<file path="src/rtl/blink_led.sv">
// blink_led: free-running LED blinker producing a 50 % duty square wave of period 2*CNT_NUM clocks
//
// Ports:
//    clk_in    in   1  system clock, all state changes on its rising edge
//    rst_n_in  in   1  synchronous active-low reset
//    led_out   out  1  active-high LED drive, decoded only from registers
//
// Parameters:
//    CNT_NUM     clock cycles per LED half-period (>= 1)
//    PWM_PERIOD  PWM frame length in cycles (>= 1), used only with BLINK_LED_PWM_EN
//    PWM_DUTY    PWM on-cycles per frame (0..PWM_PERIOD), used only with BLINK_LED_PWM_EN
//
// Configuration macro:
//    BLINK_LED_PWM_EN  when defined, a free-running PWM counter dims the LED during its on phase
module blink_led #(
   parameter int CNT_NUM    = 12_500_000,
   parameter int PWM_PERIOD = 16,
   parameter int PWM_DUTY   = 8
) (
   input  logic clk_in,
   input  logic rst_n_in,
   output logic led_out
);
   localparam int CNT_W = (CNT_NUM > 1) ? $clog2(CNT_NUM) : 1;
   localparam logic [CNT_W-1:0] CNT_MAX = CNT_W'(CNT_NUM - 1);
   logic [CNT_W-1:0] r_cnt;
   logic             r_phase;
   logic             w_tc;
   if (CNT_NUM < 1) begin : g_cnt_chk
      $error("blink_led: CNT_NUM must be >= 1");
   end
   // With CNT_NUM = 1 the terminal count is 0, so phase flips on every released edge.
   assign w_tc = (r_cnt == CNT_MAX);
   always_ff @(posedge clk_in) begin
      if (!rst_n_in) begin
         r_cnt   <= '0;
         r_phase <= 1'b0;
      end else begin
         r_cnt   <= w_tc ? '0 : r_cnt + 1'b1;
         r_phase <= r_phase ^ w_tc;
      end
   end
`ifdef BLINK_LED_PWM_EN
   localparam int PWM_W = (PWM_PERIOD > 1) ? $clog2(PWM_PERIOD) : 1;
   localparam logic [PWM_W-1:0] PWM_MAX = PWM_W'(PWM_PERIOD - 1);
   logic [PWM_W-1:0] r_pwm_cnt;
   logic             w_pwm_on;
   if (PWM_PERIOD < 1) begin : g_pwm_period_chk
      $error("blink_led: PWM_PERIOD must be >= 1");
   end
   if (PWM_DUTY < 0 || PWM_DUTY > PWM_PERIOD) begin : g_pwm_duty_chk
      $error("blink_led: PWM_DUTY must be within 0..PWM_PERIOD");
   end
   always_ff @(posedge clk_in) begin
      if (!rst_n_in) r_pwm_cnt <= '0;
      else           r_pwm_cnt <= (r_pwm_cnt == PWM_MAX) ? '0 : r_pwm_cnt + 1'b1;
   end
   // Compared at 32 bits so PWM_DUTY = PWM_PERIOD keeps the LED on for the whole frame.
   assign w_pwm_on = (32'(r_pwm_cnt) < 32'(PWM_DUTY));
   assign led_out  = r_phase & w_pwm_on;
`else
   // PWM parameters have no effect in this build.
   logic [31:0] w_pwm_unused;
   assign w_pwm_unused = 32'(PWM_PERIOD + PWM_DUTY);
   assign led_out      = r_phase;
`endif
endmodule

</file>
<file path="config.mk">
export PLATFORM = sky130hd
export DESIGN_NAME = blink_led
export DESIGN_NICKNAME = d
export VERILOG_FILES = /design/src/rtl/blink_led.sv
export SDC_FILE = /design/constraint.sdc
export NUM_CORES = 1
export LEC_CHECK = 0
export CAP_MARGIN = 40
export CELL_PAD_IN_SITES_DETAIL_PLACEMENT = 2
export CELL_PAD_IN_SITES_GLOBAL_PLACEMENT = 2
export CORE_ASPECT_RATIO = 1.1
export CORE_UTILIZATION = 40
export DETAILED_ROUTE_END_ITERATION = 7
export DONT_BUFFER_PORTS = 1
export GPL_ROUTABILITY_DRIVEN = 1
export PLACE_DENSITY = 0.87
export SYNTH_ARGS = -nofsm -noshare
export SYNTH_HDL_FRONTEND = slang
export SYNTH_SLANG_ARGS = --single-unit
export TNS_END_PERCENT = 1
</file>
<file path="constraint.sdc">
create_clock -name clk_in -period 3.2 [get_ports clk_in]
set_input_delay 0.64 -clock clk_in [delete_from_list [all_inputs] [get_ports clk_in]]
set_output_delay 0.64 -clock clk_in [all_outputs]
set_load 0.02 [all_outputs]
</file>
==> flow_summary_export.csv, run 1 <==
group,metric,value,unit
final_layout,synthToLayoutAreaGrowth,4.099,%
timing,finalClockSkew,0.004530,ns
final_layout,drive_above_1_share,0.06569,
route,drc,0,
critical_path,crit_fanout,14,
floorplan,ioPinCount,3,
worst_hold_path,hold_class,"primary input to flop",
floorplan,fp-row-count,20,
logic_synthesis,synth_area_per_cell,8.405,sq um
floorplan,core_area,2753,sq um
final_layout,layout_commonest_cell,"dfxtp_1",
final_layout,filler_cell_count,317,
global_routing,antenna_found_initial,0,
timing,timing.final.crit_share,0.7582,
logic_synthesis,yosysTopAreaCell,"dfxtp_1",
power,irDropWorstVdd,0.0001960,V
route,drt_iter0_drc,21,
clock_tree,ctsRootBufferMaster,"clkbuf_4",
route,routedWlPerCell,18.68,microns
clock_tree,htreeDepth,1,
logic_synthesis,synth.yosys.seq_area_share,0.4315,
critical_path,cp.arrival,2.64,ns
final_layout,final_cell_mix,"25 x dfxtp_1, 16 x nor2_1, 10 x nand2_1, 10 x a21oi_1, 9 x o21ai_0",
final_layout,fin_nets,141,
power,swShare,0.2232,
route,detail_route.vias_per_cell,5.959,
critical_path,required,3.41,ns
logic_synthesis,synth_seq_cells,25,
floorplan,die_w,53.34,microns
power,switching_power,0.0001057,W
logic_synthesis,syn_area,1160,sq um
timing,min_period,2.426,ns
route,route.vias.total,1013,
global_routing,grt.total_usage,0.2257,
power,internal_power,0.0003680,W
timing,worstMarginPinSlew,0.4990,ns
route,wl,3175,microns
job,maxCapViolations,0,
placement,portBuffers,0,
clock_tree,hold_buffers,0,
critical_path,critPathCaptureType,"flop",
timing,worst_hold_slack,0.4582,ns
clock_tree,cts_resized,0,
logic_synthesis,netlist_top_cells_area,"dfxtp_1 43%, nor2_1 5.2%, xnor2_1 4.5%",
power,power,0.0004737,W
global_routing,grt_max_degree,15,
final_layout,fin_cells,170,
timing,drv_slew,0,
route,first_pass_iters,4,
timing,fin_setup_tns,0,ns
logic_synthesis,syn_nets,141,
timing,finalSetupViolCount,0,
power,leakage,0.3706,nW
power,power_frac_seq,0.672,
route,ant_nets,0,
logic_synthesis,yosysTopAreaCellShare,0.4315,
placement,gp_congestion,0.7614,
global_routing,grt_pass1_vias,1064,
floorplan,dieArea,3119,sq um
floorplan,start_util,0.4214,
power,p_per_area,392.4,nW/um^2
final_layout,antenna_cells,0,
logic_synthesis,syn-instance-count,138,
floorplan,die_height,58.48,microns
placement,dpl.hpwl,2351,microns
placement,dp.cells,166,
clock_tree,clkTransAtPathRegs,0.13,ns
timing,hold_viol_final,0,
timing,max_slew_margin,0.6673,
run_status,status,"finished, final reports clean",
clock_tree,cts_num_sinks,25,
clock_tree,cts_buffers,3,
timing,max_freq,0.4121,GHz
critical_path,startpoint_type,"flop",
power,p_comb_frac,0.033,
critical_path,critPathKind,"flop to flop",
power,p_clk_frac,0.295,
logic_synthesis,ys_types,28,
clock_tree,insertion_delay,0.32,ns
clock_tree,cts_setup_buffers,0,
clock_tree,ctsLongestPathBuffers,2,
logic_synthesis,yosys_warnings,0,
timing,rsz0062_at_grt,"no",
global_routing,overflow,0,
clock_tree,cts_tree,"yes",
global_routing,grt_pass1_wl,5043,microns
[cell type report]
type	count	area, sq um	area share
clock buffers	4	26.28	0.02176
inverters	3	11.26	0.009326
multi-input cells	104	620.6	0.5140
flip-flops and latches	25	500.5	0.4145
well taps	33	41.29	0.03420
repair buffers	1	7.507	0.006218
[cells by family (layout without fill, tap and decap cells)]
family | count (synthesis) | count (layout) | share of synthesized area
AND/OR/NAND/NOR | 68 | 68 | 0.3247
flip-flops | 25 | 25 | 0.4315
XOR/XNOR | 12 | 12 | 0.09061
AO/OA/AOI/OAI | 23 | 23 | 0.1090
buffers and inverters | 9 | 8 | 0.03344
adder cells (fa/ha/maj) | 1 | 1 | 0.01079
[metrics by stage]
stage          setup WS, ns  utilization  area, sq um
2_1_floorplan         1.335            -         1160
3_3_place_gp         0.9563       0.4291         1181
3_5_place_dp         0.8254       0.4291         1181
4_1_cts              0.7730       0.4386         1207
5_1_grt              0.6445       0.4386         1207
6_report             0.7736       0.4386         1207
[synthesized netlist by cell type (all sizes together)]
master,count
a21oi,10
and2,2
and3,2
and4,3
buf,3
clkbuf,3
dfxtp,25
ha,1
inv,3
nand2,10
nand3,7
nand4,9
nor2,16
nor3,3
nor4,1
nor4b,1
o21ai,10
o31ai,3
or2,1
or3,7
or4,6
xnor2,6
xor2,6
[final timing paths]
check / depth (start not counted) / slack [ns] / startpoint / endpoint
worst max-delay path: 6 / 0.77 / r_cnt[0]$_SDFF_PP0_ / r_cnt[18]$_SDFF_PP0_
worst min-delay path: 2 / 0.46 / rst_n_in / led_out$_SDFF_PN0_
worst max register to register: 6 / 0.77 / r_cnt[0]$_SDFF_PP0_ / r_cnt[18]$_SDFF_PP0_
worst min register to register: 1 / 0.50 / r_cnt[0]$_SDFF_PP0_ / r_cnt[0]$_SDFF_PP0_
[state kept, by name, summed over array words and instances, names as in the netlist]
register and count:
r_cnt 24, led_out 1
[critical path, cell delays in order, from the launching register on]
cell and delay [ns]:
dfxtp_1 0.41, ha_1 0.25, nand4_1 0.14, or4_1 0.63, o21ai_2 0.47, buf_4 0.30, o21ai_0 0.11
[power groups by stage]
stage | Clock, W | Sequential, W | Combinational, W
after global routing | 0.000158 | 0.000319 | 0.0000172
after CTS | 0.000145 | 0.000318 | 0.0000158
after detailed placement | 0 | 0.000325 | 0.0000155
after floorplan | 0 | 0.000324 | 0.0000108
final | 0.000140 | 0.000318 | 0.0000155
after global placement | 0 | 0.000324 | 0.0000135
[routing by layer]
| layer | vias to the layer above | routed length [microns] | GRT usage |
|---|---|---|---|
| li1 | 493 | - | - |
| met1 | 509 | 1464 | 0.2766 |
| met2 | 7 | 1639 | 0.4000 |
| met3 | 4 | 42 | 0.02326 |
| met4 | 0 | 28 | 0.07895 |
| met5 | - | 0 | 0 |
Power figures use the tool's default switching activity.
==> run 2: changes to the inputs <==
--- a/config.mk
+++ b/config.mk
@@ -9,11 +9,11 @@
 export CELL_PAD_IN_SITES_DETAIL_PLACEMENT = 2
 export CELL_PAD_IN_SITES_GLOBAL_PLACEMENT = 2
 export CORE_ASPECT_RATIO = 1.1
-export CORE_UTILIZATION = 40
+export CORE_UTILIZATION = 37
 export DETAILED_ROUTE_END_ITERATION = 7
 export DONT_BUFFER_PORTS = 1
 export GPL_ROUTABILITY_DRIVEN = 1
-export PLACE_DENSITY = 0.87
+export PLACE_DENSITY = 0.82
 export SYNTH_ARGS = -nofsm -noshare
 export SYNTH_HDL_FRONTEND = slang
 export SYNTH_SLANG_ARGS = --single-unit
==> constraint.sdc (replaced) <==
create_clock -name clk_in -period 2.5 [get_ports clk_in]
set_input_delay 0.5 -clock clk_in [delete_from_list [all_inputs] [get_ports clk_in]]
set_output_delay 0.5 -clock clk_in [all_outputs]
set_load 0.02 [all_outputs]
==> run 2 against run 1 <==
Routed wire length shrank 11%. Core utilization shrank 1.6 points. Setup slack lost 0.30 ns. Sequential power grew 28%. First-iteration DRC count shrank 57%. Non-clock buffer count grew 1. Register-to-register slack lost 0.30 ns. Combinational power grew 28%. Clock-buffer cell count is the same. Critical endpoint unchanged. Largest cell class unchanged.
==> flow_summary_export.csv, run 2 (synthesis results as in run 1) <==
group,metric,value,unit
run_status,status,"finished, final reports clean",
final_layout,layout_commonest_cell,"dfxtp_1",
floorplan,die_w,55.39,microns
critical_path,crit_chain,"ha_1 > nand4_1 > or4_1 > o21ai_2 > buf_4 > o21ai_0",
job,maxCapViolations,0,
floorplan,start_util,0.4030,
clock_tree,ctsRootBufferMaster,"clkbuf_4",
route,drt_iter0_drc,9,
critical_path,crit_fanout,11,
global_routing,antenna_found_initial,0,
route,wl,2830,microns
critical_path,critPathCaptureType,"flop",
timing,rsz0062_at_grt,"no",
final_layout,synthToLayoutAreaGrowth,4.747,%
route,first_pass_iters,3,
global_routing,overflow,0,
timing,timing.final.crit_share,0.8106,
final_layout,largest_reg_flops,24,
timing,max_slew_margin,0.7839,
critical_path,critPathKind,"flop to flop",
clock_tree,htreeDepth,1,
route,routedWlPerCell,16.55,microns
final_layout,regMostFlops,"r_cnt",
final_layout,drive_above_1_share,0.07246,
critical_path,slowest_stage,"or4_1",
final_layout,fin_nets,142,
critical_path,r2r_start,"r_cnt[0]$_SDFF_PP0_",
floorplan,dieArea,3363,sq um
route,route.vias.total,981,
timing,worst_hold_slack,0.3097,ns
route,ant_nets,0,
clock_tree,cts_num_sinks,25,
clock_tree,cts_setup_buffers,0,
critical_path,cp.arrival,2.24,ns
critical_path,startpoint_type,"flop",
power,irDropWorstVdd,0.0002033,V
route,detail_route.vias_per_cell,5.737,
timing,min_period,2.027,ns
global_routing,grt_pass1_wl,4933,microns
critical_path,cp-startpoint,"r_cnt[0]$_SDFF_PP0_",
power,leakage,0.3754,nW
clock_tree,hold_buffers,0,
final_layout,antenna_cells,0,
global_routing,grt.total_usage,0.1879,
floorplan,core_area,2878,sq um
power,p_per_area,499.9,nW/um^2
global_routing,grt_max_degree,14,
clock_tree,ctsLongestPathBuffers,2,
floorplan,fp-row-count,20,
clock_tree,cts_tree,"yes",
timing,drv_slew,0,
placement,gp_congestion,0.7825,
placement,dpl.hpwl,2143,microns
worst_hold_path,hp-start,"rst_n_in",
placement,portBuffers,0,
route,drc,0,
clock_tree,cts_resized,0,
critical_path,required,2.72,ns
clock_tree,clkTransAtPathRegs,0.13,ns
final_layout,final_cell_mix,"25 x dfxtp_1, 16 x nor2_1, 10 x nand2_1, 10 x a21oi_1, 9 x o21ai_0",
timing,finalClockSkew,0.001646,ns
clock_tree,cts_buffers,3,
timing,max_freq,0.4934,GHz
timing,worstMarginPinSlew,0.3211,ns
floorplan,ioPinCount,3,
timing,finalSetupViolCount,0,
timing,hold_viol_final,0,
floorplan,die_height,60.72,microns
clock_tree,insertion_delay,0.31,ns
worst_hold_path,hold_class,"primary input to flop",
timing,fin_setup_tns,0,ns
critical_path,cp_slowest_stage_delay,0.64,ns
global_routing,grt_pass1_vias,1078,
## run 2: cell count changes in the layout (fill, tap and decap cells not counted), sizes merged
cell,change
buf,+1
## run 2: final timing paths
check	endpoint	slack, ns	depth (start not counted)
worst min register to register	r_cnt[0]$_SDFF_PP0_	0.48	1
worst max-delay path	r_cnt[18]$_SDFF_PP0_	0.47	6
worst max register to register	r_cnt[18]$_SDFF_PP0_	0.47	6
worst min-delay path	led_out$_SDFF_PN0_	0.31	2
## run 2: routing by layer
layer / share of wire / global-route usage / routed length (microns) / vias to the layer above
li1: - / - / - / 496
met1: 0.48 / 0.2326 / 1360 / 480
met2: 0.50 / 0.3425 / 1417 / 3
met3: 0.012 / 0.01919 / 33 / 2
met4: 0.0067 / 0.07500 / 19 / 0
met5: 0 / 0 / 0 / -
## run 2: layout make-up
type	count	area, sq um
fill	322	1663
inverter	3	11.26
timing repair buffer	2	15.01
clock buffer	4	26.28
tap	33	41.29
multi-input combinational	104	620.6
sequential	25	500.5
## run 2: worst max-delay path, delay by kind of cell (launching register included)
| kind | cells | cell delay, ns |
|---|---|---|
| AND/OR/NAND/NOR | 2 | 0.79 |
| flip-flops | 1 | 0.39 |
| AO/OA/AOI/OAI | 2 | 0.30 |
| adder cells (fa/ha/maj) | 1 | 0.25 |
| buffers and inverters | 1 | 0.20 |
## run 2: where the power goes
group          internal, W  switching [W]
combinational   0.00000709      0.0000128
clock            0.0000624       0.000118
sequential        0.000403     0.00000412
## run 2: per-stage QoR
step	total power [W]	setup slack, ns	area (sq um)	cells	util
floorplan	0.0004284	0.6350	1160	138	-
global placement	0.0004341	0.5014	1189	167	0.4130
detailed placement	0.0004360	0.4694	1189	167	0.4130
CTS	0.0006176	0.4514	1215	171	0.4222
global route	0.0006338	0.2965	1215	171	0.4222
finish	0.0006073	0.4734	1215	171	0.4222
==> run 3: changes to the inputs <==
--- a/config.mk
+++ b/config.mk
@@ -9,11 +9,11 @@
 export CELL_PAD_IN_SITES_DETAIL_PLACEMENT = 2
 export CELL_PAD_IN_SITES_GLOBAL_PLACEMENT = 2
 export CORE_ASPECT_RATIO = 1.1
-export CORE_UTILIZATION = 37
+export CORE_UTILIZATION = 34
 export DETAILED_ROUTE_END_ITERATION = 7
 export DONT_BUFFER_PORTS = 1
 export GPL_ROUTABILITY_DRIVEN = 1
-export PLACE_DENSITY = 0.82
+export PLACE_DENSITY = 0.8
 export SYNTH_ARGS = -nofsm -noshare
 export SYNTH_HDL_FRONTEND = slang
 export SYNTH_SLANG_ARGS = --single-unit
==> constraint.sdc (replaced) <==
create_clock -name clk_in -period 1.63 [get_ports clk_in]
set_input_delay 0.326 -clock clk_in [delete_from_list [all_inputs] [get_ports clk_in]]
set_output_delay 0.326 -clock clk_in [all_outputs]
set_load 0.02 [all_outputs]
==> run 3 against run 2 <==
The flow now finishes with violations (design-rule violations, negative setup slack). Die area rose by 8.5%. Core utilization rose by 5.3 points. Final area increased by 23%. Sequential cell count is the same. Largest cell class unchanged. Clock-buffer cell count is the same. Global-route usage rose by 4.0 points. Largest power group unchanged.
==> flow_summary_export.csv, run 3 (synthesis results as in run 1) <==
group,metric,value,unit
placement,portBuffers,0,
worst_hold_path,hold_class,"primary input to flop",
timing,max_freq,0.5736,GHz
power,p_per_area,645.4,nW/um^2
final_layout,design_area,1498,sq um
timing,hold_viol_final,0,
route,ant_nets,0,
clock_tree,insertion_delay,0.32,ns
timing,worst_hold_slack,0.1288,ns
final_layout,regMostFlops,"r_cnt",
clock_tree,cts_tree,"yes",
critical_path,crit_chain,"ha_4 > nand4_1 > or4_4 > or3_1 > a21oi_1",
critical_path,startpoint_type,"flop",
floorplan,start_util,0.3679,
clock_tree,ctsLongestPathBuffers,2,
power,leakage,0.5372,nW
placement,dp.cells,195,
global_routing,overflow,0,
timing,drv_slew,0,
route,detail_route.vias_per_cell,5.572,
power,irDropWorstVdd,0.0002980,V
route,wl,3611,microns
clock_tree,ctsRootBufferMaster,"clkbuf_4",
critical_path,cp_slowest_stage_delay,0.50,ns
route,drc,1,
critical_path,cp.arrival,2.01,ns
clock_tree,clkTransAtPathRegs,0.15,ns
placement,gp_congestion,0.8467,
job,maxCapViolations,0,
final_layout,antenna_cells,0,
floorplan,die_height,63.26,microns
global_routing,grt.total_usage,0.2281,
run_status,violations,"design-rule violations, negative setup slack",
timing,finalSetupViolCount,25,
critical_path,critPathKind,"flop to flop",
global_routing,grt_pass1_vias,1258,
critical_path,crit_fanout,5,
global_routing,grt_max_degree,17,
run_status,status,"complete, but fails checks",
clock_tree,htreeDepth,1,
final_layout,seq_area,511.7,sq um
timing,finalWorstSetupSlack,-0.1134,ns
clock_tree,cts_num_sinks,25,
timing,worstMarginPinSlew,0.3503,ns
critical_path,critPathCaptureType,"flop",
final_layout,drive_above_1_share,0.3054,
final_layout,synthToLayoutAreaGrowth,29.13,%
final_layout,filler_cell_count,354,
timing,rsz0062_at_grt,"yes",
global_routing,antenna_found_initial,0,
timing,timing.final.crit_share,1.070,
final_layout,fin_nets,171,
power,power,0.0009666,W
final_layout,largest_reg_flops,24,
floorplan,core_area,3153,sq um
final_layout,layout_commonest_cell,"buf_4",
global_routing,grt_pass1_wl,6299,microns
floorplan,ioPinCount,3,
timing,max_slew_margin,0.7643,
critical_path,cp_top_family,"simple AND/OR/NAND/NOR gates",
route,drt_iter0_drc,33,
critical_path,required,1.90,ns
final_layout,fin_cells,201,
route,first_pass_iters,6,
final_layout,final_cell_mix,"29 x buf_4, 18 x dfxtp_1, 16 x nor2_1, 10 x nand2_1, 10 x a21oi_1",
clock_tree,cts_buffers,3,
placement,place_area,1425,sq um
final_layout,multi_input_area,656.9,sq um
critical_path,cp_num_buf_inv,0,
timing,min_period,1.743,ns
placement,dpl.hpwl,2754,microns
timing,finalClockSkew,0.005279,ns
floorplan,dieArea,3649,sq um
final_layout,fin_util,0.4750,
floorplan,die_w,57.69,microns
critical_path,slowest_stage,"or4_4",
route,route.vias.total,1120,
route,routedWlPerCell,17.97,microns
floorplan,fp-row-count,21,
-- run 3: changes by cell type in the layout (fill, tap and decap cells not counted), sizes merged --
cell and delta:
buf +29
-- run 3: worst reg2reg max path, delay by kind of cell (launching register included) --
kind | cells | cell delay [ns]
simple gates | 3 | 1.03
flops | 1 | 0.38
compound gates | 1 | 0.15
fa+ha+maj | 1 | 0.14
-- run 3: what timing repair did --
action                     CTS  global route
setup endpoints to repair   25            25
gates cloned                 0             0
resized for setup           10             1
buffers inserted             2             0
pin swaps                    7             1
hold buffers                 0             0
-- run 3: worst paths after layout --
kind	startpoint	endpoint	slack (ns)	depth (start not counted)
worst min register to register	r_cnt[18]$_SDFF_PP0_	r_cnt[18]$_SDFF_PP0_	0.52	2
worst max register to register	r_cnt[0]$_SDFF_PP0_	r_cnt[22]$_SDFF_PP0_	-0.11	5
worst min-delay path	rst_n_in	led_out$_SDFF_PN0_	0.13	2
worst max-delay path	r_cnt[0]$_SDFF_PP0_	r_cnt[22]$_SDFF_PP0_	-0.11	5
-- run 3: layer usage --
layer,GRT usage,wire length (microns)
met3,0.02464,33
met1,0.2662,1557
met4,0.06250,22
met5,0,0
met2,0.4302,1998
-- run 3: power by group --
part | internal (W) | total, W | switching, W | leakage [nW]
clock network | 0.0000959 | 0.000293 | 0.000197 | 0.0150
logic | 0.0000249 | 0.0000496 | 0.0000248 | 0.317
registers | 0.000617 | 0.000624 | 0.00000685 | 0.205
-- run 3: layout make-up --
cell class              instances  area share
inverters                       3    0.007519
multi-input cells             104      0.4386
well taps                      34     0.02840
repair buffers                 31      0.1662
clock buffers                   4     0.01754
flip-flops and latches         25      0.3417
-- run 3: through the flow --
| step | setup TNS (ns) | worst slack [ns] |
|---|---|---|
| 2_1_floorplan | -0.2308 | -0.04535 |
| 3_3_place_gp | -1.129 | -0.09441 |
| 3_5_place_dp | -4.538 | -0.1987 |
| 4_1_cts | -1.495 | -0.1146 |
| 5_1_grt | -3.326 | -0.1962 |
| 6_report | -1.600 | -0.1134 |
